[config.mk]
export PLATFORM = sky130hd
export DESIGN_NAME = ifu_prefetch
export DESIGN_NICKNAME = d
export VERILOG_FILES = /design/src/rtl/ifu_prefetch_pkg.sv /design/src/rtl/ifu_prefetch_sync_fifo.sv /design/src/rtl/ifu_prefetch.sv
export SDC_FILE = /design/constraint.sdc
export NUM_CORES = 1
export LEC_CHECK = 0
export ABC_AREA = 1
export BUFFER_PORTS_ARGS = -buffer_cell sky130_fd_sc_hd__buf_2
export CORE_MARGIN = 3
export CORE_UTILIZATION = 55
export CTS_CLUSTER_DIAMETER = 50
export DETAILED_ROUTE_END_ITERATION = 8
export PLACE_DENSITY = 0.75
export SYNTH_ARGS = -nofsm -noshare
export SYNTH_HDL_FRONTEND = slang
export SYNTH_SLANG_ARGS = --single-unit
[constraint.sdc]
create_clock -name clk -period 9.47 [get_ports clk]
set_input_delay 0.4735 -clock clk [delete_from_list [all_inputs] [get_ports clk]]
set_output_delay 0.4735 -clock clk [all_outputs]
set_load 0.02 [all_outputs]
[src/rtl/ifu_prefetch_pkg.sv]
// rtl/ifu_prefetch_pkg.sv - shared defines and package for the prefetching fetch unit
`ifndef IFU_PREFETCH_DEFINES
`define IFU_PREFETCH_DEFINES
`define XLEN_WIDTH 32
`define RESET_PC_DEFAULT 32'h0000_0000
`define INST_NOP 32'h0000_0013
`endif

package ifu_prefetch_pkg;

  localparam int unsigned INST_BYTES = 4;

  // Occupancy counters must hold the value DEPTH itself, not just DEPTH-1.
  function automatic int unsigned cnt_width(input int unsigned depth);
    return $clog2(depth + 1);
  endfunction

endpackage

[src/rtl/ifu_prefetch_sync_fifo.sv]
// rtl/ifu_prefetch_sync_fifo.sv - synchronous FIFO with flush, used for the queue and the PC tags
module ifu_prefetch_sync_fifo
  import ifu_prefetch_pkg::*;
#(
  parameter int unsigned WIDTH = 32,
  parameter int unsigned DEPTH = 4,
  localparam int unsigned CW = cnt_width(DEPTH),
  localparam int unsigned AW = $clog2(DEPTH)
) (
  input  logic             clk,
  input  logic             rst,
  input  logic             push,
  input  logic             pop,
  input  logic             flush,
  input  logic [WIDTH-1:0] data,
  output logic             full,
  output logic             empty,
  output logic [CW-1:0]    count,
  output logic [WIDTH-1:0] head
);

  logic [WIDTH-1:0] mem [DEPTH];
  logic [AW-1:0]    rd_ptr;
  logic [AW-1:0]    wr_ptr;
  logic             do_push;
  logic             do_pop;

  assign full    = (count == CW'(DEPTH));
  assign empty   = (count == '0);
  assign do_pop  = pop && !empty;
  assign do_push = push && (!full || do_pop);
  assign head    = mem[rd_ptr];

  // Flush wins over any same-cycle push or pop.
  always_ff @(posedge clk) begin
    if (rst || flush) begin
      rd_ptr <= '0;
      wr_ptr <= '0;
      count  <= '0;
    end else begin
      if (do_push) wr_ptr <= wr_ptr + AW'(1);
      if (do_pop)  rd_ptr <= rd_ptr + AW'(1);
      count <= count + CW'(do_push) - CW'(do_pop);
    end
  end

  always_ff @(posedge clk) begin
    if (do_push) mem[wr_ptr] <= data;
  end

endmodule

[src/rtl/ifu_prefetch.sv]
// rtl/ifu_prefetch.sv - fetch unit issuing credited ROM requests into a prefetch queue
module ifu_prefetch
  import ifu_prefetch_pkg::*;
#(
  parameter int unsigned          XLEN     = `XLEN_WIDTH,
  parameter int unsigned          DEPTH    = 4,
  parameter logic [XLEN-1:0]      RESET_PC = `RESET_PC_DEFAULT
) (
  input  logic            clk,
  input  logic            rst,
  output logic            rom_req_valid,
  input  logic            rom_req_ready,
  output logic [XLEN-1:0] rom_addr,
  input  logic            rom_resp_valid,
  input  logic [XLEN-1:0] rom_resp_data,
  input  logic            redirect_en,
  input  logic [XLEN-1:0] redirect_pc,
  output logic            inst_valid,
  input  logic            inst_ready,
  output logic [XLEN-1:0] inst,
  output logic [XLEN-1:0] inst_pc
);

  localparam int unsigned CW = cnt_width(DEPTH);

  logic [XLEN-1:0]   fetch_pc;
  logic [CW-1:0]     outstanding;
  logic [CW-1:0]     outstanding_next;
  logic [CW-1:0]     drop;
  logic              req_fire;
  logic              keep_resp;
  logic [CW:0]       credit_used;

  logic              q_full;
  logic              q_empty;
  logic [CW-1:0]     q_count;
  logic [2*XLEN-1:0] q_head;
  logic              t_full;
  logic              t_empty;
  logic [CW-1:0]     t_count;
  logic [XLEN-1:0]   t_head;
  logic              unused_flags;

  // Queue slots already holding words plus slots reserved for in-flight words.
  assign credit_used   = {1'b0, q_count} + {1'b0, outstanding};
  assign rom_req_valid = !rst && !redirect_en && (credit_used < (CW+1)'(DEPTH));
  assign rom_addr      = fetch_pc;
  assign req_fire      = rom_req_valid && rom_req_ready;
  assign keep_resp     = rom_resp_valid && (drop == '0);

  assign outstanding_next = outstanding + CW'(req_fire) - CW'(rom_resp_valid);

  always_ff @(posedge clk) begin
    if (rst) begin
      fetch_pc    <= RESET_PC;
      outstanding <= '0;
      drop        <= '0;
    end else begin
      outstanding <= outstanding_next;
      if (redirect_en) begin
        fetch_pc <= {redirect_pc[XLEN-1:2], 2'b00};
        drop     <= outstanding_next;
      end else begin
        if (req_fire) fetch_pc <= fetch_pc + XLEN'(INST_BYTES);
        if (rom_resp_valid && (drop != '0)) drop <= drop - CW'(1);
      end
    end
  end

  // Tags are only consumed by kept responses, so after a flush the tag
  // FIFO lines up exactly with the responses that will be pushed.
  ifu_prefetch_sync_fifo #(
    .WIDTH (XLEN),
    .DEPTH (DEPTH)
  ) u_tag_fifo (
    .clk   (clk),
    .rst   (rst),
    .push  (req_fire),
    .pop   (keep_resp),
    .flush (redirect_en),
    .data  (fetch_pc),
    .full  (t_full),
    .empty (t_empty),
    .count (t_count),
    .head  (t_head)
  );

  ifu_prefetch_sync_fifo #(
    .WIDTH (2*XLEN),
    .DEPTH (DEPTH)
  ) u_inst_fifo (
    .clk   (clk),
    .rst   (rst),
    .push  (keep_resp),
    .pop   (inst_valid && inst_ready),
    .flush (redirect_en),
    .data  ({t_head, rom_resp_data}),
    .full  (q_full),
    .empty (q_empty),
    .count (q_count),
    .head  (q_head)
  );

  assign inst_valid = !rst && !q_empty;
  assign inst_pc    = q_head[2*XLEN-1:XLEN];
  assign inst       = q_head[XLEN-1:0];

  assign unused_flags = &{1'b0, q_full, t_full, t_empty, t_count};

endmodule

==> results of run 1 <==
==> power breakdown <==
| part | switching, W | leakage [nW] | internal (W) | total [W] |
|---|---|---|---|---|
| combinational | 0.000227 | 2.64 | 0.0000997 | 0.000326 |
| clock | 0.000672 | 0.692 | 0.00101 | 0.00168 |
| sequential | 0.0000431 | 3.80 | 0.00211 | 0.00215 |
==> stage by stage <==
step / instances / worst slack, ns / hold WS [ns]
after floorplan: 1449 / 5.30 / 0.436
after global placement: 1940 / 6.11 / 0.448
after detailed placement: 1940 / 6.05 / 0.465
after CTS: 2020 / 6.14 / 0.127
after global routing: 2020 / 5.95 / 0.135
final: 2020 / 6.22 / 0.153
==> state kept, by name, summed over array words and instances, names as in the netlist, named ones only <==
signal	count
rom_addr	30
u_inst_fifo.mem	248
outstanding	3
u_tag_fifo.wr_ptr	2
u_inst_fifo.count	3
u_inst_fifo.rd_ptr	2
u_inst_fifo.wr_ptr	2
drop	3
u_tag_fifo.rd_ptr	2
u_tag_fifo.count	3
u_tag_fifo.mem	120
==> worst max-delay path, delay by kind of cell (launching register included) <==
kind / cells / cell delay, ns
AOI/OAI and AO/OA: 2 / 0.42
buffers and inverters: 3 / 1.25
DFF: 1 / 0.50
==> layer usage <==
metal  up-vias  part of all wire, %
met5         -                    0
met4         0                  1.6
met3        48                  7.7
met2       442                   47
met1      5317                   43
li1       5427                    -
==> cell usage after synthesis (all sizes together) <==
| cell | n | area (µm²) |
|---|---|---|
| and2 | 3 | 18.8 |
| o211ai | 1 | 7.51 |
| nand3 | 60 | 305 |
| nor3 | 4 | 31.3 |
| xor2 | 5 | 43.8 |
| buf | 15 | 105 |
| conb | 1 | 3.75 |
| edfxtp | 368 | 11100 |
| nor2 | 247 | 942 |
| a221oi | 1 | 8.76 |
| a21oi | 39 | 195 |
| dfxtp | 54 | 1080 |
| a22oi | 1 | 7.51 |
| nand2 | 145 | 554 |
| nor3b | 1 | 7.51 |
| clkbuf | 61 | 229 |
| nand4 | 1 | 6.26 |
| o211a | 1 | 10.0 |
| o21bai | 2 | 15.0 |
| xnor2 | 3 | 26.3 |
| fa | 3 | 60.1 |
| a31oi | 3 | 18.8 |
| ha | 19 | 238 |
| nor2b | 1 | 6.26 |
| clkinv | 1 | 3.75 |
| or2 | 2 | 12.5 |
| inv | 100 | 375 |
| o22ai | 92 | 576 |
| o21ai | 212 | 1060 |
==> worst paths after layout <==
path | endpoint | slack [ns] | depth (start not counted)
min reg2reg | u_tag_fifo.rd_ptr[1] | 0.47 | 2
min | u_inst_fifo.mem[0][20] | 0.15 | 1
max reg2reg | u_inst_fifo.mem[3][59] | 6.63 | 7
max | inst_pc[22] | 6.22 | 5
==> logic make-up (layout without fill, tap and decap cells) <==
group | Yosys count | in the layout
and+or+nand+nor | 464 | 464
DFF | 422 | 422
AOI/OAI and AO/OA | 352 | 352
buffers and inverters | 177 | 358
adders and majority gates | 22 | 22
xor gates and xnor gates | 8 | 8
other | 1 | 4
==> cell type report <==
type | count | area share [%]
Clock buffer | 60 | 6.36
Clock inverter | 20 | 0.990
Inverter | 101 | 1.94
Multi-Input combinational cell | 850 | 21.5
Sequential cell | 422 | 62.0
Tap cell | 390 | 2.49
Timing Repair Buffer | 177 | 4.73
==> metrics.yaml, run 1 <==
outcome:
  status: "complete, no violations"
synth:
  synth-xor-area-share_pct: 0.412
  ys_ff_latch: 422
  synth_top_family_by_area: "compound AO/OA/AOI/OAI gates"
  synth-simple-area-share_pct: 11.1
  ys_types: 38
  synth_compound_area_share_pct: 11.2
  syn_inst: 1446
  netlist_area_um2: 17000
  synthAdderAreaFrac_pct: 1.75
  ys_seq_area_share_pct: 71.3
  syn_area_per_cell_um2: 11.8
  yosysWarnings: 0
  synth.area.mux_share_pct: 0
floorplan:
  die_area_um2: 33100
  rows: 63
  dieHeight_um: 182
  die_w_um: 182
  coreArea_um2: 30000
  start_util_pct: 56.6
  ios: 168
critical_path:
  cp_cell_sequence: "clkinv_2 > buf_4 > o21ai_0 > o22ai_1 > buf_2"
  cp_max_fo: 115
  start_kind: "register"
  setup.worst_path.class: "register to primary output"
  arrival_ns: 2.78
  r2r-start: "drop[0]"
  max_stage_delay_ns: 0.84
  cp_data_required_time_ns: 9.00
  crit_slowest_cell: "buf_4"
  end_kind: "primary output"
clock_network:
  htreeDepth: 2
  cts_resized: 0
  cts_buffers: 45
  cts_setup_buffers: 0
  hold_buffers: 0
  cts_root_buf: "clkbuf_16"
  clockBufferDepth: 3
  clkTransAtPathRegs_ns: 0.06
  cts_sinks: 422
  clk_latency_ns: 0.54
  cts_tree: "yes"
timing:
  setup_tns_ns: 0
  hold_viol: 0
  max_freq_mhz: 307
  finClkSkew_ns: 0.0166
  rsz0062_at_grt: "no"
  relSlewSlack_pct: 24.6
  final_max_slew_viol_count: 0
  period_needed_ns: 3.25
  worst_slew_pin_slew_ns: 1.13
  finalCritPeriodShare_pct: 34.4
  setup_violations: 0
route:
  vias: 11200
  routed_via_density: 5.56
  drt_first_pass_iters: 5
  first_iter_violations: 891
  drc: 0
  antenna_left: 0
  routedWlPerCell_um: 17.3
  wirelength_mm: 35.0
global_routing:
  grt_pass1_wl_mm: 55.5
  gr-total-overflow: 0
  grt_max_degree: 116
  busiest_layer: "met2"
  first_global_vias: 10800
  grt.met3_usage_pct: 3.47
  grt_antenna_before_repair: 0
  grt_use_met1_pct: 29.6
  use_met2_pct: 34.3
  grt_use_total_pct: 20.9
place:
  placed_area_um2: 18100
  port_buffers: 161
  routabilityCongestion: 0.893
  dp_hpwl_mm: 20.6
cells_and_area:
  layout_commonest_cell: "edfxtp_1"
  antenna_cells: 0
  fillCellCount: 2201
  utilization_pct: 65.2
  seqCellArea_um2: 12100
  nets: 1689
  post_route_cells_drive_above_1_share_pct: 16.0
  final_cell_mix: "edfxtp_1, nor2_1, o21ai_0, buf_2, nand2_1"
  design_area_um2: 19600
  synthToLayoutAreaGrowth_pct: 15.2
  multi_input_area_um2: 4210
pwr:
  power_leakage_nw: 7.13
  vdd_ir_drop_max_mv: 0.158
  powerDensity_nw_per_um2: 212
  finalPower_w: 0.00416
worst_hold_path:
  min-delay-start: "rom_resp_data[20]"
  hp-class: "input port to register"
job:
  cap_violations: 0
Power figures use the tool's default switching activity.
==> run 2: changes to the inputs <==
--- a/config.mk
+++ b/config.mk
@@ -8,10 +8,10 @@
 export ABC_AREA = 1
 export BUFFER_PORTS_ARGS = -buffer_cell sky130_fd_sc_hd__buf_2
 export CORE_MARGIN = 3
-export CORE_UTILIZATION = 55
+export CORE_UTILIZATION = 53
 export CTS_CLUSTER_DIAMETER = 50
 export DETAILED_ROUTE_END_ITERATION = 8
-export PLACE_DENSITY = 0.75
+export PLACE_DENSITY = 0.76
 export SYNTH_ARGS = -nofsm -noshare
 export SYNTH_HDL_FRONTEND = slang
 export SYNTH_SLANG_ARGS = --single-unit
==> constraint.sdc (replaced) <==
create_clock -name clk -period 2.8 [get_ports clk]
set_input_delay 0.14 -clock clk [delete_from_list [all_inputs] [get_ports clk]]
set_output_delay 0.14 -clock clk [all_outputs]
set_load 0.02 [all_outputs]
==> run 2 against run 1 <==
Compared with the run above:
- register-to-register slack got worse by 6.4 ns
- die area grew 3.6%
- sequential share of layout area is 2.3 points lower
- clock power increased to 3.2 times the previous value
- largest cell class unchanged
==> metrics.yaml, run 2 (synthesis gave the netlist of run 1 again) <==
timing:
  holdWs_ns: 0.0630
  period_needed_ns: 2.53
  setup_violations: 0
  relSlewSlack_pct: 61.2
  rsz0062_at_grt: "no"
  finClkSkew_ns: 0.0210
  max_freq_mhz: 395
  hold_viol: 0
  worst_slew_pin_slew_ns: 0.580
  final_max_slew_viol_count: 0
  finalCritPeriodShare_pct: 90.5
global_routing:
  grt_pass1_wl_mm: 58.2
  grt_use_total_pct: 21.4
  grt_max_degree: 125
  gr-total-overflow: 0
  first_global_vias: 11400
  grt_antenna_before_repair: 0
clock_network:
  clockBufferDepth: 3
  clkTransAtPathRegs_ns: 0.06
  clk_latency_ns: 0.54
  htreeDepth: 2
  cts_sinks: 422
  cts_buffers: 42
  cts_root_buf: "clkbuf_16"
  cts_tree: "yes"
critical_path:
  end_kind: "register"
  crit_family: "adder cells"
  crit_cells: 13
  cp_data_required_time_ns: 3.28
  rr_worst_depth: 13
  cp_cell_sequence: "ha_1 > nand3_1 > nand2_1 > nor2_4 > nand2_2 > ha_1 > inv_1 > ha_1 > fa_1 > or2_2 > a21oi_1 > nand2_1 > nand2_1"
  setup.worst_path.class: "register to register"
  max_stage_delay_ns: 0.38
  r2r_setup_slack_ns: 0.27
  endpoint: "drop[2]"
  start_kind: "register"
  crit_buf_inv: 1
  cp_max_fo: 3
  arrival_ns: 3.02
  crit_slowest_cell: "fa_1"
  worstSetupStartpoint: "outstanding[1]"
  r2r-start: "outstanding[1]"
  worstReg2RegEnd: "drop[2]"
cells_and_area:
  layout_commonest_cell: "edfxtp_1"
  top_register: "u_inst_fifo.mem"
  utilization_pct: 65.4
  fillCellCount: 2207
  post_route_cells_drive_above_1_share_pct: 15.9
  synthToLayoutAreaGrowth_pct: 19.5
  antenna_cells: 0
  final_cell_mix: "edfxtp_1, nor2_1, o21ai_0, buf_2, nand2_1"
  largest_reg_flops: 248
  nets: 1762
place:
  routabilityCongestion: 0.857
  port_buffers: 161
  dp_hpwl_mm: 22.1
route:
  first_iter_violations: 887
  routed_via_density: 5.58
  wirelength_mm: 37.4
  drt_first_pass_iters: 5
  antenna_left: 0
  vias: 11700
  drc: 0
  routedWlPerCell_um: 17.8
floorplan:
  die_area_um2: 34300
  die_w_um: 185
  start_util_pct: 54.7
  dieHeight_um: 185
  coreArea_um2: 31100
  ios: 168
  rows: 64
pwr:
  powerDensity_nw_per_um2: 684
  power_leakage_nw: 7.45
  vdd_ir_drop_max_mv: 0.434
job:
  cap_violations: 0
outcome:
  status: "complete, no violations"
worst_hold_path:
  hp-class: "input port to register"
run 2: cell types whose count changed in the layout (fill, tap and decap cells not counted), sizes merged:
| cell | delta |
|---|---|
| clkinv | +5 |
| buf | +13 |
| clkbuf | -10 |
| clkinvlp | -3 |
| inv | +2 |
| dlygate4sd3 | +63 |
run 2: through the flow:
step | instances | setup slack (ns) | setup TNS (ns) | cell area [µm²] | total power [W]
global placement | 1959 | 0.287 | 0 | 18400 | 0.00852
global route | 2096 | 0.0881 | 0 | 20300 | 0.0144
floorplan | 1449 | -0.378 | -93.66 | 17000 | 0.00809
detailed placement | 1959 | 0.119 | 0 | 18400 | 0.00856
CTS | 2096 | 0.101 | 0 | 20300 | 0.0140
finish | 2096 | 0.266 | 0 | 20300 | 0.0139
run 2: tightest hold or removal path: stages:
cell	delay, ns
buf_2	0.08
nand3_1	0.09
inv_1	0.15
a21oi_1	0.09
run 2: how the worst min path moves through the flow:
stage	start	endpoint	slack, ns	depth (start not counted)
finish	inst_ready	u_inst_fifo.rd_ptr[0]	0.06	4
global route	rst	rom_addr[7]	0.10	5
CTS	rst	rom_addr[9]	0.06	5
detailed placement	rom_resp_data[29]	u_inst_fifo.mem[2][29]	0.36	1
global placement	rom_resp_data[10]	u_inst_fifo.mem[3][10]	0.36	1
floorplan	rom_resp_data[0]	u_inst_fifo.mem[0][0]	0.24	0
run 2: area by class of cell:
type	instances	area (µm²)	share of cell area, %
clock buffer	50	1100	5.42
clock inverter	24	214	1.05
inverter	101	380	1.87
multi-input combinational	850	4220	20.7
sequential	422	12100	59.7
tap	396	495	2.44
timing repair buffer	253	1780	8.75
run 2: layer usage:
| layer | vias to the layer above | routed length (µm) | track usage [%] |
|---|---|---|---|
| li1 | 5576 | - | - |
| met1 | 5563 | 15600 | 28.7 |
| met2 | 499 | 18100 | 36.3 |
| met3 | 68 | 2870 | 3.69 |
| met4 | 0 | 806 | 6.57 |
| met5 | - | 0 | 0 |
run 2: power breakdown:
part           internal [W]  switching, W
Clock               0.00311       0.00229
Sequential          0.00713      0.000142
Combinational      0.000420      0.000818
run 2: repair_timing:
item	4_1_cts	5_1_grt
setup buffers	0	0
setup endpoints to repair	0	1
resized for setup	0	1
hold endpoints to repair	159	0
hold buffers	63	0
